<file path="config.mk">
export PLATFORM = sky130hd
export DESIGN_NAME = stage_vote_filter
export DESIGN_NICKNAME = d
export VERILOG_FILES = /design/src/rtl/stage_vote_filter.sv
export SDC_FILE = /design/constraint.sdc
export NUM_CORES = 1
export LEC_CHECK = 0
export ABC_CLOCK_PERIOD_IN_PS = 31000
export CAP_MARGIN = 30
export CORE_UTILIZATION = 37
export CTS_BUF_LIST = sky130_fd_sc_hd__clkbuf_2
export DETAILED_ROUTE_END_ITERATION = 16
export SETUP_SLACK_MARGIN = 0.02
export SLEW_MARGIN = 40
export SYNTH_ARGS = -nofsm -noshare
export SYNTH_HDL_FRONTEND = slang
export SYNTH_SLANG_ARGS = --single-unit
export TNS_END_PERCENT = 30
</file>
<file path="constraint.sdc">
create_clock -name clk -period 31 [get_ports clk]
set_input_delay 6.2 -clock clk [delete_from_list [all_inputs] [get_ports clk]]
set_output_delay 6.2 -clock clk [all_outputs]
set_load 0.01 [all_outputs]
</file>
<file path="src/rtl/stage_vote_filter.sv">
// Confidence-gated majority-vote smoother for per-epoch ANN sleep-stage results.
// Accepted stages fill a sliding window; the most popular stage in it is emitted over valid/ready.
module stage_vote_filter #(
    parameter int                 WIN        = 5,
    parameter logic signed [15:0] MARGIN_MIN = 16'sd64
) (
    input  logic               clk,
    input  logic               rst,
    input  logic               in_valid,
    output logic               in_ready,
    input  logic signed [15:0] o0,
    input  logic signed [15:0] o1,
    input  logic signed [15:0] o2,
    input  logic signed [15:0] o3,
    input  logic        [1:0]  predicted_stage,
    output logic               out_valid,
    input  logic               out_ready,
    output logic        [1:0]  out_stage,
    output logic        [3:0]  out_count,
    output logic               out_lowconf,
    output logic        [15:0] epoch_cnt
);

    localparam int                 PTR_W   = (WIN > 1) ? $clog2(WIN) : 1;
    localparam logic [3:0]         WIN_L   = 4'(WIN);
    localparam logic [PTR_W-1:0]   PTR_MAX = PTR_W'(WIN - 1);
    localparam logic signed [16:0] MIN_EXT = {MARGIN_MIN[15], MARGIN_MIN};

    typedef enum logic [2:0] {
        IDLE   = 3'd0,
        MARGIN = 3'd1,
        UPDATE = 3'd2,
        VOTE   = 3'd3,
        OUT    = 3'd4
    } state_t;

    state_t             state_q, state_d;
    logic signed [15:0] score_q [4];
    logic signed [15:0] score_d [4];
    logic [1:0]         pred_q, pred_d;
    logic               lowconf_q, lowconf_d;
    logic [1:0]         buf_q [WIN];
    logic [1:0]         buf_d [WIN];
    logic [PTR_W-1:0]   wr_ptr_q, wr_ptr_d;
    logic [3:0]         fill_q, fill_d;
    logic [3:0]         hist_q [4];
    logic [3:0]         hist_d [4];
    logic [1:0]         out_stage_q, out_stage_d;
    logic [3:0]         out_count_q, out_count_d;
    logic               out_lowconf_q, out_lowconf_d;
    logic [15:0]        epoch_cnt_q, epoch_cnt_d;

    logic signed [15:0] second_s;
    logic signed [16:0] margin_s;
    logic [3:0]         max_cnt_s;
    logic [1:0]         winner_s;
    logic               found_s;

    assign in_ready    = (state_q == IDLE) && !rst;
    assign out_valid   = (state_q == OUT);
    assign out_stage   = out_stage_q;
    assign out_count   = out_count_q;
    assign out_lowconf = out_lowconf_q;
    assign epoch_cnt   = epoch_cnt_q;

    // Margin between the predicted class score and the best competing score, kept 17-bit signed.
    always_comb begin
        second_s = 16'sh8000;
        for (int i = 0; i < 4; i++) begin
            if ((2'(i) != pred_q) && (score_q[i] > second_s)) begin
                second_s = score_q[i];
            end else begin
                second_s = second_s;
            end
        end
        margin_s = {score_q[pred_q][15], score_q[pred_q]} - {second_s[15], second_s};
    end

    // Winner selection: highest count, ties keep the current stage else the lowest index.
    always_comb begin
        max_cnt_s = 4'd0;
        winner_s  = 2'd0;
        found_s   = 1'b0;
        for (int i = 0; i < 4; i++) begin
            if (hist_q[i] > max_cnt_s) begin
                max_cnt_s = hist_q[i];
            end else begin
                max_cnt_s = max_cnt_s;
            end
        end
        for (int i = 0; i < 4; i++) begin
            if (!found_s && (hist_q[i] == max_cnt_s)) begin
                winner_s = 2'(i);
                found_s  = 1'b1;
            end else begin
                found_s  = found_s;
            end
        end
        if (fill_q == 4'd0) begin
            winner_s = pred_q;
        end else if (hist_q[out_stage_q] == max_cnt_s) begin
            winner_s = out_stage_q;
        end else begin
            winner_s = winner_s;
        end
    end

    // Next-state and datapath updates for the five-state epoch sequencer.
    always_comb begin
        state_d       = state_q;
        score_d       = score_q;
        pred_d        = pred_q;
        lowconf_d     = lowconf_q;
        buf_d         = buf_q;
        wr_ptr_d      = wr_ptr_q;
        fill_d        = fill_q;
        hist_d        = hist_q;
        out_stage_d   = out_stage_q;
        out_count_d   = out_count_q;
        out_lowconf_d = out_lowconf_q;
        epoch_cnt_d   = epoch_cnt_q;
        case (state_q)
            IDLE: begin
                if (in_valid) begin
                    score_d[0] = o0;
                    score_d[1] = o1;
                    score_d[2] = o2;
                    score_d[3] = o3;
                    pred_d     = predicted_stage;
                    state_d    = MARGIN;
                end else begin
                    state_d    = IDLE;
                end
            end
            MARGIN: begin
                lowconf_d = (margin_s < MIN_EXT);
                state_d   = UPDATE;
            end
            UPDATE: begin
                if (!lowconf_q) begin
                    // Decrement-then-increment leaves hist unchanged when pred equals the evicted stage.
                    if (fill_q == WIN_L) begin
                        hist_d[buf_q[wr_ptr_q]] = hist_d[buf_q[wr_ptr_q]] - 4'd1;
                    end else begin
                        fill_d = fill_q + 4'd1;
                    end
                    hist_d[pred_q]  = hist_d[pred_q] + 4'd1;
                    buf_d[wr_ptr_q] = pred_q;
                    wr_ptr_d = (wr_ptr_q == PTR_MAX) ? {PTR_W{1'b0}} : wr_ptr_q + PTR_W'(1);
                end else begin
                    fill_d = fill_q;
                end
                state_d = VOTE;
            end
            VOTE: begin
                out_stage_d   = winner_s;
                out_count_d   = (fill_q == 4'd0) ? 4'd0 : hist_q[winner_s];
                out_lowconf_d = lowconf_q;
                state_d       = OUT;
            end
            OUT: begin
                if (out_ready) begin
                    if (epoch_cnt_q != 16'hFFFF) begin
                        epoch_cnt_d = epoch_cnt_q + 16'd1;
                    end else begin
                        epoch_cnt_d = epoch_cnt_q;
                    end
                    state_d = IDLE;
                end else begin
                    state_d = OUT;
                end
            end
            default: begin
                state_d = IDLE;
            end
        endcase
    end

    // State register with synchronous reset.
    always_ff @(posedge clk) begin
        if (rst) begin
            state_q       <= IDLE;
            score_q       <= '{default: 16'sd0};
            pred_q        <= 2'd0;
            lowconf_q     <= 1'b0;
            buf_q         <= '{default: 2'd0};
            wr_ptr_q      <= {PTR_W{1'b0}};
            fill_q        <= 4'd0;
            hist_q        <= '{default: 4'd0};
            out_stage_q   <= 2'd0;
            out_count_q   <= 4'd0;
            out_lowconf_q <= 1'b0;
            epoch_cnt_q   <= 16'd0;
        end else begin
            state_q       <= state_d;
            score_q       <= score_d;
            pred_q        <= pred_d;
            lowconf_q     <= lowconf_d;
            buf_q         <= buf_d;
            wr_ptr_q      <= wr_ptr_d;
            fill_q        <= fill_d;
            hist_q        <= hist_d;
            out_stage_q   <= out_stage_d;
            out_count_q   <= out_count_d;
            out_lowconf_q <= out_lowconf_d;
            epoch_cnt_q   <= epoch_cnt_d;
        end
    end

endmodule

</file>
==> flow_metrics.env <==
export IMPL_cts_tree="built"
export IMPL_max_slew_margin_pct=51.38
export IMPL_final_layout_size_suffix_gt1_share_pct=8.232
export IMPL_power_share_switching_pct=44.84
export IMPL_max_clock_freq_mhz=73.83
export IMPL_path_class="input port to primary output"
export IMPL_synth_edff_count=0
export IMPL_detailroute_via_count=8453
export IMPL_postCtsHoldBufs=0
export IMPL_area_growth_synth_to_final_pct=14.87
export IMPL_post_synthesis_average_cell_area_um2=7.904
export IMPL_power_clock_fraction_pct=17.8
export IMPL_report_final_slew_viol_count=0
export IMPL_switchingPower_uw=269.8
export IMPL_pwr_share_seq_pct=31.3
export IMPL_fp_dieArea_mm2=0.02581
export IMPL_timing_reg2reg_worst_path_depth=43
export IMPL_antenna_found_initial=0
export IMPL_final_instance_count_excl_fill=1563
export IMPL_grt_setup_unrepaired="no"
export IMPL_max_vdd_ir_drop_mv=0.02804
export IMPL_grt_pass1_vias=8104
export IMPL_ys_dominant_reg_cell="dfxtp_1"
export IMPL_post_cts_resize_count=0
export IMPL_internal_power_uw=331.8
export IMPL_initial_utilization_pct=37.95
export IMPL_clk_path_buf_depth=2
export IMPL_gp_congestion=0.8260
export IMPL_finClkSkew_ns=0.03466
export IMPL_placed_cells=1531
export IMPL_grt_first_pass_wirelength_mm=41.45
export IMPL_die_height_um=160.6
export IMPL_critPathArrivalTime_ns=7.34
export IMPL_clk_latency_ns=0.73
export IMPL_p_leak_nw=4.004
export IMPL_max_cap_violations=0
export IMPL_synth_warnings=0
export IMPL_grt_start_max_net_pins=77
export IMPL_status="completed"
export IMPL_crit_path_end_kind="primary output"
export IMPL_synth_fp_nets=1329
export IMPL_yosysUniqueCellTypes=70
export IMPL_rr_startpoint="pred_q[1]$_SDFFE_PP0P_"
export IMPL_cts_buffers=17
export IMPL_critical_path_required_ns=24.80
export IMPL_n_antenna_cell=0
export IMPL_min_tclk_post_route_ns=13.54
export IMPL_design_final_nets=1377
export IMPL_synth_area_mm2=0.009311
export IMPL_synth_async_reset_ratio_pct=0
export IMPL_whs_endpoint="fill_q[3]$_SDFFE_PP0P_"
export IMPL_post_dr_vias_cell=5.408
export IMPL_buffer_ports_inserted=94
export IMPL_synth_seq_cells=126
export IMPL_final_report_hold_violation_count=0
export IMPL_worst_min_delay_path_startpoint="fill_q[3]$_SDFFE_PP0P_"
export IMPL_core_rows=57
export IMPL_h_tree_depth=4
export IMPL_floorplan_core_area_mm2=0.02453
export IMPL_cts_sink_count=126
export IMPL_wl_per_cell_um=16.14
export IMPL_globalRoute_totalOverflow=0
export IMPL_detail_route_drc_violations=0
export IMPL_clockRootBuffer="clkbuf_2"
export IMPL_startpoint_type="input port"
export IMPL_setup_viol=0
export IMPL_min_period_over_period_pct=43.69
export IMPL_path_max_fanout=53
export IMPL_power_density_cell_area_mw_per_mm2=56.24
export IMPL_worst_slew_pin_transition_ns=0.7216
export IMPL_num_io_pins=95
export IMPL_wirelength_mm=25.23
export IMPL_comb_power_share_pct=50.9
export IMPL_cts_reportedPaths_clkPinSlew_ns=0.21
export IMPL_cts_post_setup_buffers_inserted=0
export IMPL_syn_instance_count=1178
export IMPL_drt_first_pass_iters=5
export IMPL_tns_ns=0
export IMPL_seq_area_frac_synth_pct=27.09
export IMPL_final_layout_worst_hold_slack_ns=0.5061
export IMPL_regToRegEndpoint="lowconf_q$_SDFFE_PP0P_"
export IMPL_grt_util_all_layers_pct=19.95
export IMPL_holdCritPathClass="flip-flop to flip-flop"
export IMPL_die_width_um=160.6
export IMPL_drt_initial_drc_count=629
export IMPL_ant_nets=0
export IMPL_setup_reg_to_reg_worst_slack_ns=18.91
export IMPL_hold_depth=2
export IMPL_detailedPlacementHpwl_mm=18.22
export IMPL_fill_cells=2526
-- final cells by class --
| type | instances | area [um2] | share of cell area, % |
|---|---|---|---|
| clock inverter | 15 | 152.6 | 1.427 |
| tap | 324 | 405.4 | 3.790 |
| clock buffer | 17 | 85.08 | 0.7954 |
| multi-input combinational | 928 | 6332 | 59.20 |
| inverter | 50 | 187.7 | 1.755 |
| sequential | 126 | 2524 | 23.59 |
| timing repair buffer | 103 | 1010 | 9.440 |
-- registers in the layout (all words and copies together), names as in the netlist --
signal and count:
lowconf_q 1, out_lowconf 1, score_q 64, out_count 4
state_q 3, fill_q 4, wr_ptr_q 3, buf_q 10
out_stage 2, pred_q 2, hist_q 16, epoch_cnt 16
-- Yosys cell counts, drive strengths merged, types with 4 or more instances --
cell,instances,area share (%)
a2111oi,5,0.54
a211oi,10,0.81
a21o,8,0.65
a21oi,129,7.0
a22oi,4,0.32
a311oi,4,0.38
a31oi,7,0.54
and2,5,0.34
and3,8,0.54
buf,9,0.51
clkbuf,65,2.6
dfxtp,126,27
ha,81,11
inv,50,2.0
mux2,4,0.52
mux2i,43,4.8
mux4,30,7.3
nand2,234,9.5
nand2b,8,0.54
nand3,37,2.0
nand3b,8,0.65
nand4,19,1.3
nor2,81,3.3
nor2b,14,0.94
nor3,14,0.75
nor4,14,1.1
o211ai,6,0.48
o21a,22,1.8
o21ai,44,2.4
xnor2,30,2.8
xor2,20,1.9
-- metrics by stage --
step	power, mW	utilization, %	setup WS [ns]	area [um2]
2_1_floorplan	0.4251	-	17.86	9311
3_3_place_gp	0.4878	42.57	17.44	10440
3_5_place_dp	0.4928	42.58	17.48	10450
4_1_cts	0.6017	43.55	17.46	10680
5_1_grt	0.6489	43.60	17.37	10700
6_report	0.6016	43.60	17.46	10700
-- worst max-delay path, cell delays in order --
cell and delay (ns):
buf_4 0.26, nor4_1 0.23, clkdlybuf4s50_1 0.61
-- power groups by stage --
stage / Combinational, mW / Clock, mW / Sequential, mW
finish: 0.306 / 0.107 / 0.188
global route: 0.342 / 0.117 / 0.190
CTS: 0.303 / 0.110 / 0.188
detailed placement: 0.302 / 0 / 0.191
global placement: 0.297 / 0 / 0.191
floorplan: 0.243 / 0 / 0.182
-- layer usage --
metal | routed length [um] | track usage, % | share of wire, % | up-vias
met5 | 0 | 0 | 0 | -
met3 | 1427 | 3.771 | 5.7 | 22
met2 | 11070 | 31.39 | 44 | 217
met1 | 12470 | 28.21 | 49 | 3947
li1 | - | - | - | 4267
met4 | 267 | 4.242 | 1.1 | 0
-- placed cells by master, fill, tap and decap left out, types with 11 or more instances in the layout --
master,netlist,final
nand2_1,233,232
a21oi_1,127,126
dfxtp_1,126,125
clkdlybuf4s50_1,0,93
ha_1,81,81
nor2_1,80,80
inv_1,50,49
mux2i_1,42,42
o21ai_0,39,39
nand3_1,37,37
mux4_2,30,30
xnor2_1,30,30
o21a_1,22,22
xor2_1,20,20
nand4_1,18,18
clkbuf_2,0,17
nor3_1,14,13
nor2b_1,14,12
nor4_1,11,11
-- how the worst max path moves through the flow --
stage	slack [ns]	end	from
after global routing	17.37	in_ready	rst
after detailed placement	17.48	in_ready	rst
after floorplan	17.86	in_ready	rst
after global placement	17.44	in_ready	rst
after CTS	17.46	in_ready	rst
final	17.46	in_ready	rst
-- kinds of logic after synthesis --
group,share of synthesized area [%]
xor+xnor,4.703
flops,27.09
buf+inv,5.146
compound gates,17.44
fa+ha+maj,10.88
mux,12.54
simple gates,22.20
No activity file was read; power rests on OpenSTA's default activity.
